### src/rtl/memory_stage.sv
// MEM pipeline stage: byte/half/word loads and stores over a req/ack data bus. Optional bus timeout under MEM_STAGE_TIMEOUT_EN.
// Latency: 1 cycle for non-memory and misaligned ops; memory ops hold the stage until ack, then present the result one cycle later.
// Backpressure: ready_out is high only in IDLE, and a bundle offered while busy is not taken.
module memory_stage #(
    parameter int ADDR_W         = 32,
    parameter int TIMEOUT_CYCLES = 64
) (
    input  logic              clk,
    input  logic              rst_n,
    input  logic              valid_in,
    output logic              ready_out,
    input  logic [31:0]       alu_result_in,
    input  logic [31:0]       store_data_in,
    input  logic [31:0]       instruction_bits_in,
    input  logic [4:0]        rd_in,
    input  logic              rd_valid_in,
    input  logic [31:0]       program_counter_in,
    input  logic [31:0]       next_program_counter_in,
    input  logic              done_in,
    output logic              dmem_req_out,
    output logic              dmem_we_out,
    output logic [ADDR_W-1:0] dmem_addr_out,
    output logic [3:0]        dmem_be_out,
    output logic [31:0]       dmem_wdata_out,
    input  logic [31:0]       dmem_rdata_in,
    input  logic              dmem_ack_in,
    output logic              wb_valid_out,
    output logic [31:0]       rd_data_out,
    output logic [31:0]       source_data_out,
    output logic [31:0]       instruction_bits_out,
    output logic [31:0]       program_counter_out,
    output logic [31:0]       next_program_counter_out,
    output logic [4:0]        rd_out,
    output logic              rd_valid_out,
    output logic              done_out,
    output logic              misaligned_out,
    output logic              bus_error_out
);
    localparam logic [31:0] NOP      = 32'h11111111;
    localparam logic [6:0]  OP_LOAD  = 7'b0000011;
    localparam logic [6:0]  OP_STORE = 7'b0100011;

    typedef enum logic [1:0] {IDLE, ACCESS, RESP} state_t;

    typedef struct packed {
        logic [31:0] alu;
        logic [31:0] src;
        logic [31:0] instr;
        logic [31:0] pc;
        logic [31:0] npc;
        logic [4:0]  rd;
        logic        rd_valid;
        logic        done;
        logic        we;
        logic [2:0]  f3;
        logic [3:0]  be;
        logic [31:0] wdata;
    } hold_t;

    typedef struct packed {
        logic [31:0] rd_data;
        logic [31:0] src;
        logic [31:0] instr;
        logic [31:0] pc;
        logic [31:0] npc;
        logic [4:0]  rd;
        logic        rd_valid;
        logic        done;
    } wb_t;

    state_t state_q, state_d;
    hold_t  hold_q, hold_d;
    wb_t    out_q, out_d;
    logic   wb_vld_q, wb_vld_d;
    logic   mis_q, mis_d;
    logic   berr_q, berr_d;

    logic [6:0]  opcode;
    logic [2:0]  funct3;
    logic [1:0]  a_in;
    logic        is_load, is_store, is_mem, misal;
    logic [3:0]  be_in;
    logic [31:0] wdata_in;
    logic [7:0]  ld_byte;
    logic [15:0] ld_half;
    logic [31:0] ld_val;
    logic        timeout;

    // Decode of the incoming bundle: access size comes from funct3[1:0].
    always_comb begin
        opcode   = instruction_bits_in[6:0];
        funct3   = instruction_bits_in[14:12];
        a_in     = alu_result_in[1:0];
        is_load  = (opcode == OP_LOAD);
        is_store = (opcode == OP_STORE);
        is_mem   = is_load | is_store;
        misal    = 1'b0;
        be_in    = 4'b1111;
        wdata_in = store_data_in;
        case (funct3[1:0])
            2'b00: begin
                be_in    = 4'b0001 << a_in;
                wdata_in = {4{store_data_in[7:0]}};
            end
            2'b01: begin
                misal    = a_in[0];
                be_in    = a_in[1] ? 4'b1100 : 4'b0011;
                wdata_in = {2{store_data_in[15:0]}};
            end
            default: misal = (a_in != 2'b00);
        endcase
    end

    always_comb begin
        ld_byte = dmem_rdata_in[7:0];
        case (hold_q.alu[1:0])
            2'd1:    ld_byte = dmem_rdata_in[15:8];
            2'd2:    ld_byte = dmem_rdata_in[23:16];
            2'd3:    ld_byte = dmem_rdata_in[31:24];
            default: ld_byte = dmem_rdata_in[7:0];
        endcase
        ld_half = hold_q.alu[1] ? dmem_rdata_in[31:16] : dmem_rdata_in[15:0];
        case (hold_q.f3[1:0])
            2'b00:   ld_val = hold_q.f3[2] ? {24'b0, ld_byte} : {{24{ld_byte[7]}}, ld_byte};
            2'b01:   ld_val = hold_q.f3[2] ? {16'b0, ld_half} : {{16{ld_half[15]}}, ld_half};
            default: ld_val = dmem_rdata_in;
        endcase
    end

`ifdef MEM_STAGE_TIMEOUT_EN
    localparam int CNT_W = $clog2(TIMEOUT_CYCLES + 1);
    logic [CNT_W-1:0] cnt_q, cnt_d;

    assign cnt_d   = (state_q == ACCESS) ? cnt_q + 1'b1 : '0;
    assign timeout = (state_q == ACCESS) && !dmem_ack_in
                     && (cnt_q == CNT_W'(TIMEOUT_CYCLES - 1));

    always_ff @(posedge clk) begin
        if (!rst_n) cnt_q <= '0;
        else        cnt_q <= cnt_d;
    end
`else
    // Without the timeout feature ACCESS waits for ack indefinitely.
    assign timeout = (TIMEOUT_CYCLES < 0);
`endif

    always_comb begin
        state_d      = state_q;
        hold_d       = hold_q;
        out_d        = out_q;
        out_d.instr  = NOP;
        out_d.rd_valid = 1'b0;
        wb_vld_d     = 1'b0;
        mis_d        = 1'b0;
        berr_d       = 1'b0;
        case (state_q)
            IDLE: begin
                if (valid_in) begin
                    if (is_mem && !misal) begin
                        hold_d = '{alu: alu_result_in, src: store_data_in,
                                   instr: instruction_bits_in, pc: program_counter_in,
                                   npc: next_program_counter_in, rd: rd_in,
                                   rd_valid: rd_valid_in, done: done_in, we: is_store,
                                   f3: funct3, be: be_in, wdata: wdata_in};
                        state_d = ACCESS;
                    end else begin
                        wb_vld_d = 1'b1;
                        mis_d    = is_mem;
                        out_d    = '{rd_data: alu_result_in, src: store_data_in,
                                     instr: instruction_bits_in, pc: program_counter_in,
                                     npc: next_program_counter_in, rd: rd_in,
                                     rd_valid: rd_valid_in && !is_mem, done: done_in};
                    end
                end
            end
            ACCESS: begin
                // An ack in the timeout cycle wins; timeout already excludes it.
                if (dmem_ack_in || timeout) begin
                    state_d  = RESP;
                    wb_vld_d = 1'b1;
                    berr_d   = timeout;
                    out_d    = '{rd_data: timeout ? 32'b0 : (hold_q.we ? hold_q.alu : ld_val),
                                 src: hold_q.src, instr: hold_q.instr, pc: hold_q.pc,
                                 npc: hold_q.npc, rd: hold_q.rd,
                                 rd_valid: !timeout && !hold_q.we && hold_q.rd_valid,
                                 done: hold_q.done};
                end
            end
            RESP:    state_d = IDLE;
            default: state_d = IDLE;
        endcase
    end

    always_ff @(posedge clk) begin
        if (!rst_n) begin
            state_q     <= IDLE;
            hold_q      <= '0;
            out_q       <= '0;
            out_q.instr <= NOP;
            wb_vld_q    <= 1'b0;
            mis_q       <= 1'b0;
            berr_q      <= 1'b0;
        end else begin
            state_q  <= state_d;
            hold_q   <= hold_d;
            out_q    <= out_d;
            wb_vld_q <= wb_vld_d;
            mis_q    <= mis_d;
            berr_q   <= berr_d;
        end
    end

    assign ready_out      = (state_q == IDLE);
    // Reset gates the request combinationally so an in-flight access aborts in the reset cycle.
    assign dmem_req_out   = (state_q == ACCESS) && rst_n;
    assign dmem_we_out    = dmem_req_out && hold_q.we;
    assign dmem_addr_out  = {hold_q.alu[ADDR_W-1:2], 2'b00};
    assign dmem_be_out    = dmem_req_out ? hold_q.be : 4'b0000;
    assign dmem_wdata_out = hold_q.wdata;

    assign wb_valid_out             = wb_vld_q;
    assign rd_data_out              = out_q.rd_data;
    assign source_data_out          = out_q.src;
    assign instruction_bits_out     = out_q.instr;
    assign program_counter_out      = out_q.pc;
    assign next_program_counter_out = out_q.npc;
    assign rd_out                   = out_q.rd;
    assign rd_valid_out             = out_q.rd_valid;
    assign done_out                 = out_q.done;
    assign misaligned_out           = mis_q;
    assign bus_error_out            = berr_q;
endmodule

### config.mk
export PLATFORM = sky130hd
export DESIGN_NAME = memory_stage
export DESIGN_NICKNAME = d
export VERILOG_FILES = /design/src/rtl/memory_stage.sv
export SDC_FILE = /design/constraint.sdc
export NUM_CORES = 1
export LEC_CHECK = 0
export ABC_AREA = 1
export BUFFER_PORTS_ARGS = -buffer_cell sky130_fd_sc_hd__buf_4
export CORE_ASPECT_RATIO = 1.5
export CORE_MARGIN = 3
export CORE_UTILIZATION = 47
export CTS_CLUSTER_SIZE = 28
export DETAILED_ROUTE_END_ITERATION = 6
export HOLD_SLACK_MARGIN = 0.02
export PLACE_DENSITY = 0.76
export REMOVE_ABC_BUFFERS = 1
export SYNTH_ARGS = -nofsm -noshare
export SYNTH_HDL_FRONTEND = slang
export SYNTH_SLANG_ARGS = --single-unit
### constraint.sdc
create_clock -name clk -period 1.61 [get_ports clk]
set_input_delay 0 -clock clk [delete_from_list [all_inputs] [get_ports clk]]
set_output_delay 0 -clock clk [all_outputs]
set_load 0.005 [all_outputs]
# Word-level counts from Yosys, hierarchy flattened
# Cells that the tools add are included.
# Widths: inputs -> output; s select.
[word_totals]
romBits = 0
output_inout_bits = 241
ramBits = 0
reg_bits = 378
latch_bits = 0
input_bits = 203
memories = 0
wordCells = 80
[classes]
bitwise_logic = 4
div_mod_pow = 0
magnitude_cmp = 0
mul = 0
n_addsub = 0
shifts = 1
reduce_logical = 17
muxes = 23
eq_ne = 12
[ops]
columns = ["op", "n"]
rows = [
  ["$mux 167", 3],
  ["$pmux 167 s2", 1],
  ["$pmux 32 s2", 2],
  ["$mux 32", 3],
  ["$pmux 8 s3", 1],
  ["$mux 16", 1],
  ["$eq 2x1->1 const B", 4],
  ["$mux 4", 2],
  ["$pmux 4 s2", 1],
  ["$eq 7x2->1 const B", 1],
  ["$eq 7x6->1 const B", 1],
  ["$logic_not 2->1", 3],
  ["$mux 2", 3],
  ["$ne 2x2->1 const B", 3],
  ["$reduce_and 3->1", 2],
  ["$logic_and 1x1->1", 5],
  ["$eq 2x2->1 const B", 2],
  ["$pmux 1 s2", 2],
  ["$pmux 2 s2", 1],
  ["$reduce_and 4->1", 1],
  ["$reduce_bool 2->1", 2],
  ["$reduce_or 4->1", 1],
  ["$shl 1x2->4 const A", 1],
  ["$logic_not 1->1", 3],
  ["other kinds (4)", 8],
]

# Longest topological paths before layout
# Gate-level depths: netlist of the first run.
[logic_depth]
ltp_word = 7
mapped_depth = 12
ltp_nobuf = 11

# Worst setup path after synthesis of the first run
# OpenSTA, ideal clock, no wires.
[synth_path]
path_kind = "register -> register"
start = "reg, netlist name hold_q[124]"
end = "reg out_q (netlist bit rd_data_out[30])"
required_time_ns = 1.500
t_arrival_ns = 1.532
setup_ns = 0.110
path_stages_with_launch = 13
period_less_slack_ns = 1.642
n_path_buf = 1
slack_ns = -0.032
path_cell_list = "dfxtp_1 > clkinv_1 > nand2_1 > a21oi_1 > nand2_1 > nand3_1 > buf_2 > nand2_1 > nand2_1 > nand2_1 > nand3_1 > nand2_1 > inv_1"
[synth_rtl]
columns = ["element", "line_no", "text"]
rows = [
  ["end signal, assigned", "206", "out_q <= out_d;"],
  ["end, declared", "73", "wb_t out_q, out_d;"],
]

# Worst setup path in the final report of the first run
[layout_path]
start = "reg state_q[1]"
end = "reg hold_q[100] (netlist bit)"
[layout_via]
elab_chain_cells = 2
[layout_lines]
columns = ["element", "line_no", "text"]
rows = [
  ["start, declared", "71", "state_t state_q, state_d;"],
  ["start signal, assigned", "204", "state_q <= state_d;"],
  ["$logic_not 2->1", "156", "case (state_q)"],
  ["$reduce_and 3->1 (no source line)", "-", ""],
  ["end signal, assigned", "205", "hold_q <= hold_d;"],
  ["end, declared", "72", "hold_t hold_q, hold_d;"],
]
# No other way between the ends.
# A chain may end at the register's enable or synchronous reset.

==> impl_metrics.py, run 1 <==
metrics = {
    "floorplan": {
        "ios": 444,
        "core-area_um2": 31900,
        "dieArea_um2": 34800,
        "rows": 80,
        "die_w_um": 153,
        "initial_core_util_pct": 48.0,
        "die_h_um": 227,
    },
    "finish": {
        "final_cell_mix": "514 x buf_4, 411 x nand2_1, 363 x dfxtp_1, 250 x a21oi_1, 230 x o21ai_0",
        "fillers": 2117,
        "synthToLayoutAreaGrowth_pct": 55.5,
        "layout_commonest_cell": "buf_4",
        "drive_gt1_share_pct": 29.1,
        "nets": 2931,
        "layoutNonFillerInstCount": 3161,
    },
    "synthesis": {
        "yosys_warnings": 0,
        "synth-main-ff-cell": "dfxtp_1",
        "ys_seq_area_share_pct": 48.0,
        "synth_edf_count": 0,
        "ys_seq_elements": 367,
        "synthesis.area_um2": 15300,
        "synthArstFlopShare_pct": 0,
        "synth.distinct_cells": 32,
        "syn_avg_cell_area_um2": 7.28,
        "synthCells": 2103,
    },
    "run_status": {
        "status": "finished with violations",
        "violations": "setup timing",
    },
    "pwr": {
        "power_density_nw_per_um2": 853,
        "leakage_nw": 10.7,
        "peakVddDrop_mv": 0.753,
        "power_mw": 20.3,
        "power.switching_mw": 5.05,
        "p_sw_share_pct": 24.9,
        "comb_power_share_pct": 13.4,
        "clkPwrFrac_pct": 39.9,
        "pwr-share-seq_pct": 46.8,
        "intPower_mw": 15.2,
    },
    "clock_tree": {
        "numCtsBuffers": 36,
        "cts_tree": "yes",
        "clock_latency_ns": 0.53,
        "cts.sinks": 367,
        "clockBufferDepth": 3,
        "clk_pin_slew_ns": 0.06,
        "cts_root_buffer": "clkbuf_16",
        "h-tree-depth": 2,
    },
    "sta": {
        "post-route-period-util_pct": 106,
        "slew-limit-headroom_pct": 65.9,
        "setup_violations": 22,
        "hold_violations": 0,
        "worst_slack_ns": -0.0912,
        "max_freq_mhz": 588,
        "period_needed_ns": 1.70,
        "worst_slew_pin_slew_ns": 0.512,
        "fin_skew_ns": 0.0103,
        "finalMaxSlewViolations": 0,
        "grt_setup_unrepaired": "true",
    },
    "detailed_routing": {
        "vias": 17900,
        "drtPass1Iterations": 6,
        "drtAntennaViolNets": 0,
        "drt_iter0_markers": 1530,
        "drt-total-wl_um": 64700,
        "drc": 0,
        "viasPerCell": 5.66,
        "routedWlPerCell_um": 20.5,
    },
    "critical_path": {
        "rr_worst_depth": 9,
        "cp-start-kind": "flip-flop",
        "critPathArrivalTime_ns": 2.13,
        "cpPeakStageDelay_ns": 0.36,
        "cp.required_ns": 2.04,
        "path_cells": "nor2_4, nand2_4, nor2_4, buf_12, buf_12, buf_8, clkbuf_16, o21ai_1, a21oi_1",
        "worstSetupEndpointType": "flip-flop",
        "slowest_stage": "dfxtp_4",
        "crit_path_max_fanout": 6,
        "worstSetupPathType": "flip-flop to flip-flop",
    },
    "min_path": {
        "worstHoldPathCells": 6,
        "min_path_type": "primary input to flip-flop",
    },
    "global_routing": {
        "grt_usage_pct": 30.9,
        "grt_max_degree": 102,
        "grt_pass1_vias": 16600,
        "grt_overflow": 0,
        "grt_pass1_wl_um": 87600,
        "antenna_found_initial": 2,
    },
    "placement": {
        "numPlacedInstances": 2851,
        "hpwlAfterDp_um": 37400,
        "gp_congestion": 0.988,
        "portBuffers": 440,
    },
    "run": {
        "drv_cap": 0,
    },
}
metrics by stage:
step	instance area [um^2]	setup WS, ns	hold slack, ns	TNS, ns	utilization, %
2_1_floorplan	14200	-11.04	0.0690	-2507.54	-
3_3_place_gp	19200	-0.145	0.230	-18.31	60.3
3_5_place_dp	19200	-0.193	0.233	-33.04	60.3
4_1_cts	22300	-0.0121	0.0207	-0.0188	70.0
5_1_grt	23800	-0.181	0.0400	-5.91	74.6
6_report	23800	-0.0912	0.0131	-0.658	74.6
synthesized netlist by cell type (7+ instances only):
cell,number,share of area [%]
nor2_1,182,4.5
o21a_1,7,0.34
inv_1,178,4.4
nand3_1,63,2.1
buf_4,75,3.7
dfxtp_1,367,48
buf_2,45,1.5
or2_2,13,0.53
o22ai_1,17,0.69
o21ai_0,262,8.6
a21oi_1,303,9.9
o2111ai_1,7,0.40
nand2_1,439,11
o221ai_1,11,0.63
a31oi_1,18,0.74
clkbuf_1,88,2.2
cells by family (layout without fill, tap and decap cells):
family	Yosys count	after routing	synth area share (%)
AOI/OAI and AO/OA	638	638	21.9
buffers and inverters	395	1039	12.0
DFF	367	367	48.0
other	1	5	0.0245
and+or+nand+nor	702	702	18.1
per-layer routing:
| metal | wire length, um | vias up | part of all wire (%) | global-route usage, % |
|---|---|---|---|---|
| met2 | 32000 | 1166 | 49 | 56.1 |
| met3 | 5470 | 358 | 8.5 | 5.46 |
| li1 | - | 8029 | - | - |
| met4 | 5090 | 2 | 7.9 | 17.7 |
| met1 | 22100 | 8335 | 34 | 33.8 |
| met5 | 7 | - | 0.011 | 0 |
power by group through the flow:
stage / clock [mW] / sequential (mW) / combinational, mW
floorplan: 0 / 9.65 / 0.662
global placement: 0 / 9.66 / 1.97
detailed placement: 0 / 9.66 / 2.00
CTS: 8.12 / 9.47 / 2.41
global route: 8.46 / 9.50 / 2.88
finish: 8.10 / 9.49 / 2.71
flip-flops by register name, summed over array words and instances (netlist names):
| register | count |
|---|---|
| source_data_out | 32 |
| rd_valid_out | 1 |
| state_q | 2 |
| next_program_counter_out | 32 |
| misaligned_out | 1 |
| dmem_addr_out | 30 |
| dmem_wdata_out | 24 |
| wb_valid_out | 1 |
| instruction_bits_out | 32 |
| rd_data_out | 32 |
| hold_q | 142 |
| program_counter_out | 32 |
| rd_out | 5 |
| done_out | 1 |
path summary, 6_finish.rpt:
| path | startpoint | end | slack (ns) |
|---|---|---|---|
| min | valid_in | instruction_bits_out[6]$_SDFF_PN0_ | 0.01 |
| max | state_q[1]$_SDFFE_PN0P_ | hold_q[100]$_SDFFE_PN0P_ | -0.09 |
| min reg2reg | hold_q[115]$_SDFFE_PN0P_ | hold_q[115]$_SDFFE_PN0P_ | 0.44 |
| max reg2reg | state_q[1]$_SDFFE_PN0P_ | hold_q[100]$_SDFFE_PN0P_ | -0.09 |
timing repair:
| item | 4_1_cts | 5_1_grt |
|---|---|---|
| cloned | 0 | 26 |
| setup buffers | 3 | 29 |
| endpoints found under the setup margin | 304 | 328 |
| hold buffers | 192 | 0 |
| gates resized for setup | 21 | 212 |
| endpoints found under the hold margin | 365 | 0 |
| pin swaps | 1 | 30 |
layout make-up:
type                            instances  area, um^2  share of cell area (%)
Antenna cell                            2        5.00                  0.0210
Inverter                              183         716                    3.01
Sequential cell                       367        7360                    30.9
Tap cell                              410         513                    2.15
Clock buffer                           53        1060                    4.43
Multi-Input combinational cell       1343        6670                    28.0
Timing Repair Buffer                  797        7470                    31.4
Clock inverter                          6        32.5                   0.137
critical path: cells and delay by family (launching register included):
kind	cells	cell delay [ns]
simple gates	3	0.39
buf+inv	4	0.55
flops	1	0.36
compound gates	2	0.31
No activity file was read; power rests on OpenSTA's default activity.
==> inputs of run 2 (changes only) <==
--- a/config.mk
+++ b/config.mk
@@ -6,14 +6,14 @@
 export NUM_CORES = 1
 export LEC_CHECK = 0
 export ABC_AREA = 1
-export BUFFER_PORTS_ARGS = -buffer_cell sky130_fd_sc_hd__buf_4
 export CORE_ASPECT_RATIO = 1.5
 export CORE_MARGIN = 3
-export CORE_UTILIZATION = 47
+export CORE_UTILIZATION = 53
 export CTS_CLUSTER_SIZE = 28
 export DETAILED_ROUTE_END_ITERATION = 6
+export DONT_BUFFER_PORTS = 1
 export HOLD_SLACK_MARGIN = 0.02
-export PLACE_DENSITY = 0.76
+export PLACE_DENSITY = 0.71
 export REMOVE_ABC_BUFFERS = 1
 export SYNTH_ARGS = -nofsm -noshare
 export SYNTH_HDL_FRONTEND = slang
==> impl_metrics.py, run 2 (same netlist as run 1, synthesis figures left out) <==
metrics = {
    "run_status": {
        "violations": "hold timing, setup timing",
        "status": "finished with violations",
    },
    "finish": {
        "synthToLayoutAreaGrowth_pct": 31.9,
        "final_cell_mix": "396 x nand2_1, 362 x dfxtp_1, 228 x o21ai_0, 221 x a21oi_1, 175 x dlygate4sd3_1",
        "top_register": "hold_q",
        "largest_register_ffs": 142,
        "fillers": 1993,
        "layout_commonest_cell": "nand2_1",
        "drive_gt1_share_pct": 17.4,
        "regArea_um2": 7360,
        "multi_input_area_um2": 6940,
        "nets": 2437,
    },
    "critical_path": {
        "worstSetupEndpointType": "flip-flop",
        "critPathArrivalTime_ns": 2.14,
        "reg2reg_from": "state_q[1]$_SDFFE_PN0P_",
        "r2r_slack_ns": -0.08,
        "cpPeakStageDelay_ns": 0.34,
        "r2r-end": "program_counter_out[4]$_SDFFE_PN0P_",
        "path_cells": "buf_6, nor2_4, inv_2, nor2_4, buf_12, buf_16, buf_16, nand2_1, o21ai_0, a21oi_2, nor2_1",
        "cp-start-kind": "flip-flop",
        "slowest_stage": "dfxtp_2",
        "cp.required_ns": 2.06,
        "crit_path_max_fanout": 12,
        "worstSetupPathType": "flip-flop to flip-flop",
        "rr_worst_depth": 11,
    },
    "clock_tree": {
        "clk_pin_slew_ns": 0.07,
        "clockBufferDepth": 3,
        "cts_root_buffer": "clkbuf_16",
        "h-tree-depth": 2,
        "cts.sinks": 367,
        "clock_latency_ns": 0.54,
        "cts_tree": "yes",
        "numCtsBuffers": 35,
    },
    "pwr": {
        "clkPwrFrac_pct": 43.7,
        "pwr-share-seq_pct": 47.5,
        "power.switching_mw": 4.86,
        "leakage_nw": 8.43,
        "peakVddDrop_mv": 1.11,
        "intPower_mw": 15.3,
        "power_density_nw_per_um2": 999,
        "p_sw_share_pct": 24.1,
        "comb_power_share_pct": 8.8,
    },
    "sta": {
        "hold_violations": 190,
        "fin_skew_ns": 0.0181,
        "worst_slack_ns": -0.0813,
        "period_needed_ns": 1.69,
        "worst_slew_pin_slew_ns": 1.16,
        "post-route-period-util_pct": 105,
        "slew-limit-headroom_pct": 22.1,
        "finalMaxSlewViolations": 0,
        "max_freq_mhz": 591,
        "grt_setup_unrepaired": "true",
        "finalSetupTns_ns": -2.74,
        "hold_slack_ns": -0.372,
        "setup_violations": 124,
    },
    "floorplan": {
        "rows": 75,
        "dieArea_um2": 31000,
        "die_w_um": 145,
        "ios": 444,
        "initial_core_util_pct": 54.2,
        "core-area_um2": 28200,
        "die_h_um": 214,
    },
    "global_routing": {
        "antenna_found_initial": 3,
        "grt_max_degree": 190,
        "grt_pass1_vias": 14700,
        "grt_pass1_wl_um": 78700,
        "grt_overflow": 0,
        "grt_usage_pct": 31.6,
    },
    "detailed_routing": {
        "drtPass1Iterations": 5,
        "vias": 15400,
        "drt-total-wl_um": 57500,
        "viasPerCell": 5.83,
        "drc": 0,
        "drt_iter0_markers": 1171,
        "routedWlPerCell_um": 21.7,
        "drtAntennaViolNets": 0,
    },
    "min_path": {
        "min_path_type": "primary input to flip-flop",
        "hp-start": "rst_n",
        "hold_path_end": "hold_q[99]$_SDFFE_PN0P_",
        "worstHoldPathCells": 2,
    },
    "placement": {
        "gp_congestion": 0.953,
        "hpwlAfterDp_um": 33300,
        "portBuffers": 0,
    },
    "run": {
        "drv_cap": 0,
    },
}
run 2: cell types whose count changed in the layout (fill, tap and decap cells not counted), moves of 7 or more:
cell / delta
a21oi_1: -29
buf_12: -10
clkbuf_16: -7
buf_6: -13
nand2_1: -15
nand3_1: -19
nand3_2: +19
buf_4: -447
a21oi_2: +28
dlygate4sd3_1: -17
nand2_4: +9
run 2: per-stage QoR:
stage | setup slack, ns | std cells | cell area (um^2) | power, mW | utilization, %
after floorplan | -11.04 | 1893 | 14200 | 10.3 | -
after global placement | -0.130 | 2377 | 15700 | 10.7 | 55.7
after detailed placement | -0.180 | 2377 | 15700 | 10.7 | 55.7
after CTS | -0.0242 | 2601 | 18700 | 19.8 | 66.2
after global routing | -0.148 | 2646 | 20200 | 20.7 | 71.5
final | -0.0813 | 2647 | 20200 | 20.2 | 71.5
run 2: how the worst max path moves through the flow:
| stage | startpoint | to | slack, ns | cells after the start |
|---|---|---|---|---|
| 2_1_floorplan | state_q[1]$_SDFFE_PN0P_ | hold_q[116]$_SDFFE_PN0P_ | -11.04 | 6 |
| 3_3_place_gp | instruction_bits_in[2] | hold_q[168]$_SDFFE_PN0P_ | -0.13 | 11 |
| 4_1_cts | hold_q[176]$_SDFFE_PN0P_ | rd_data_out[11]$_SDFFE_PN0P_ | -0.02 | 8 |
| 6_report | state_q[1]$_SDFFE_PN0P_ | program_counter_out[4]$_SDFFE_PN0P_ | -0.08 | 11 |
| 3_5_place_dp | instruction_bits_in[2] | dmem_addr_out[29]$_SDFFE_PN0P_ | -0.18 | 11 |
| 5_1_grt | state_q[1]$_SDFFE_PN0P_ | program_counter_out[25]$_SDFFE_PN0P_ | -0.15 | 10 |
run 2: repair_timing:
action,in CTS,in global routing
endpoints found under the setup margin,147,284
pin swaps,6,31
setup buffers,7,10
endpoints found under the hold margin,366,189
hold buffers,155,20
gates resized for setup,25,258
gates cloned,1,16
run 2: critical path, delay by kind of cell, from the launching register on:
| kind | cells | cell delay [ns] |
|---|---|---|
| DFF | 1 | 0.34 |
| AOI/OAI and AO/OA | 2 | 0.21 |
| buffers and inverters | 5 | 0.62 |
| and+or+nand+nor | 4 | 0.42 |
run 2: power by group through the flow:
stage	logic, mW	registers, mW	clock network [mW]
after floorplan	0.662	9.65	0
after global placement	0.985	9.74	0
after detailed placement	1.01	9.74	0
after CTS	1.39	9.54	8.88
after global routing	1.91	9.60	9.21
final	1.77	9.58	8.83
run 2: cell type report:
| type | instances | share of cell area [%] |
|---|---|---|
| clock inverters | 13 | 0.855 |
| flip-flops and latches | 367 | 36.4 |
| clock buffers | 48 | 5.18 |
| repair buffers | 304 | 17.3 |
| multi-input cells | 1343 | 34.4 |
| diodes | 4 | 0.0496 |
| well taps | 385 | 2.38 |
| inverters | 183 | 3.48 |
run 2: layer usage:
metal	share of wire, %	global-route usage (%)	vias up
li1	-	-	7039
met1	34	33.6	7234
met2	49	52.6	907
met3	10	10.5	247
met4	7.1	20.3	0
met5	0	0	-
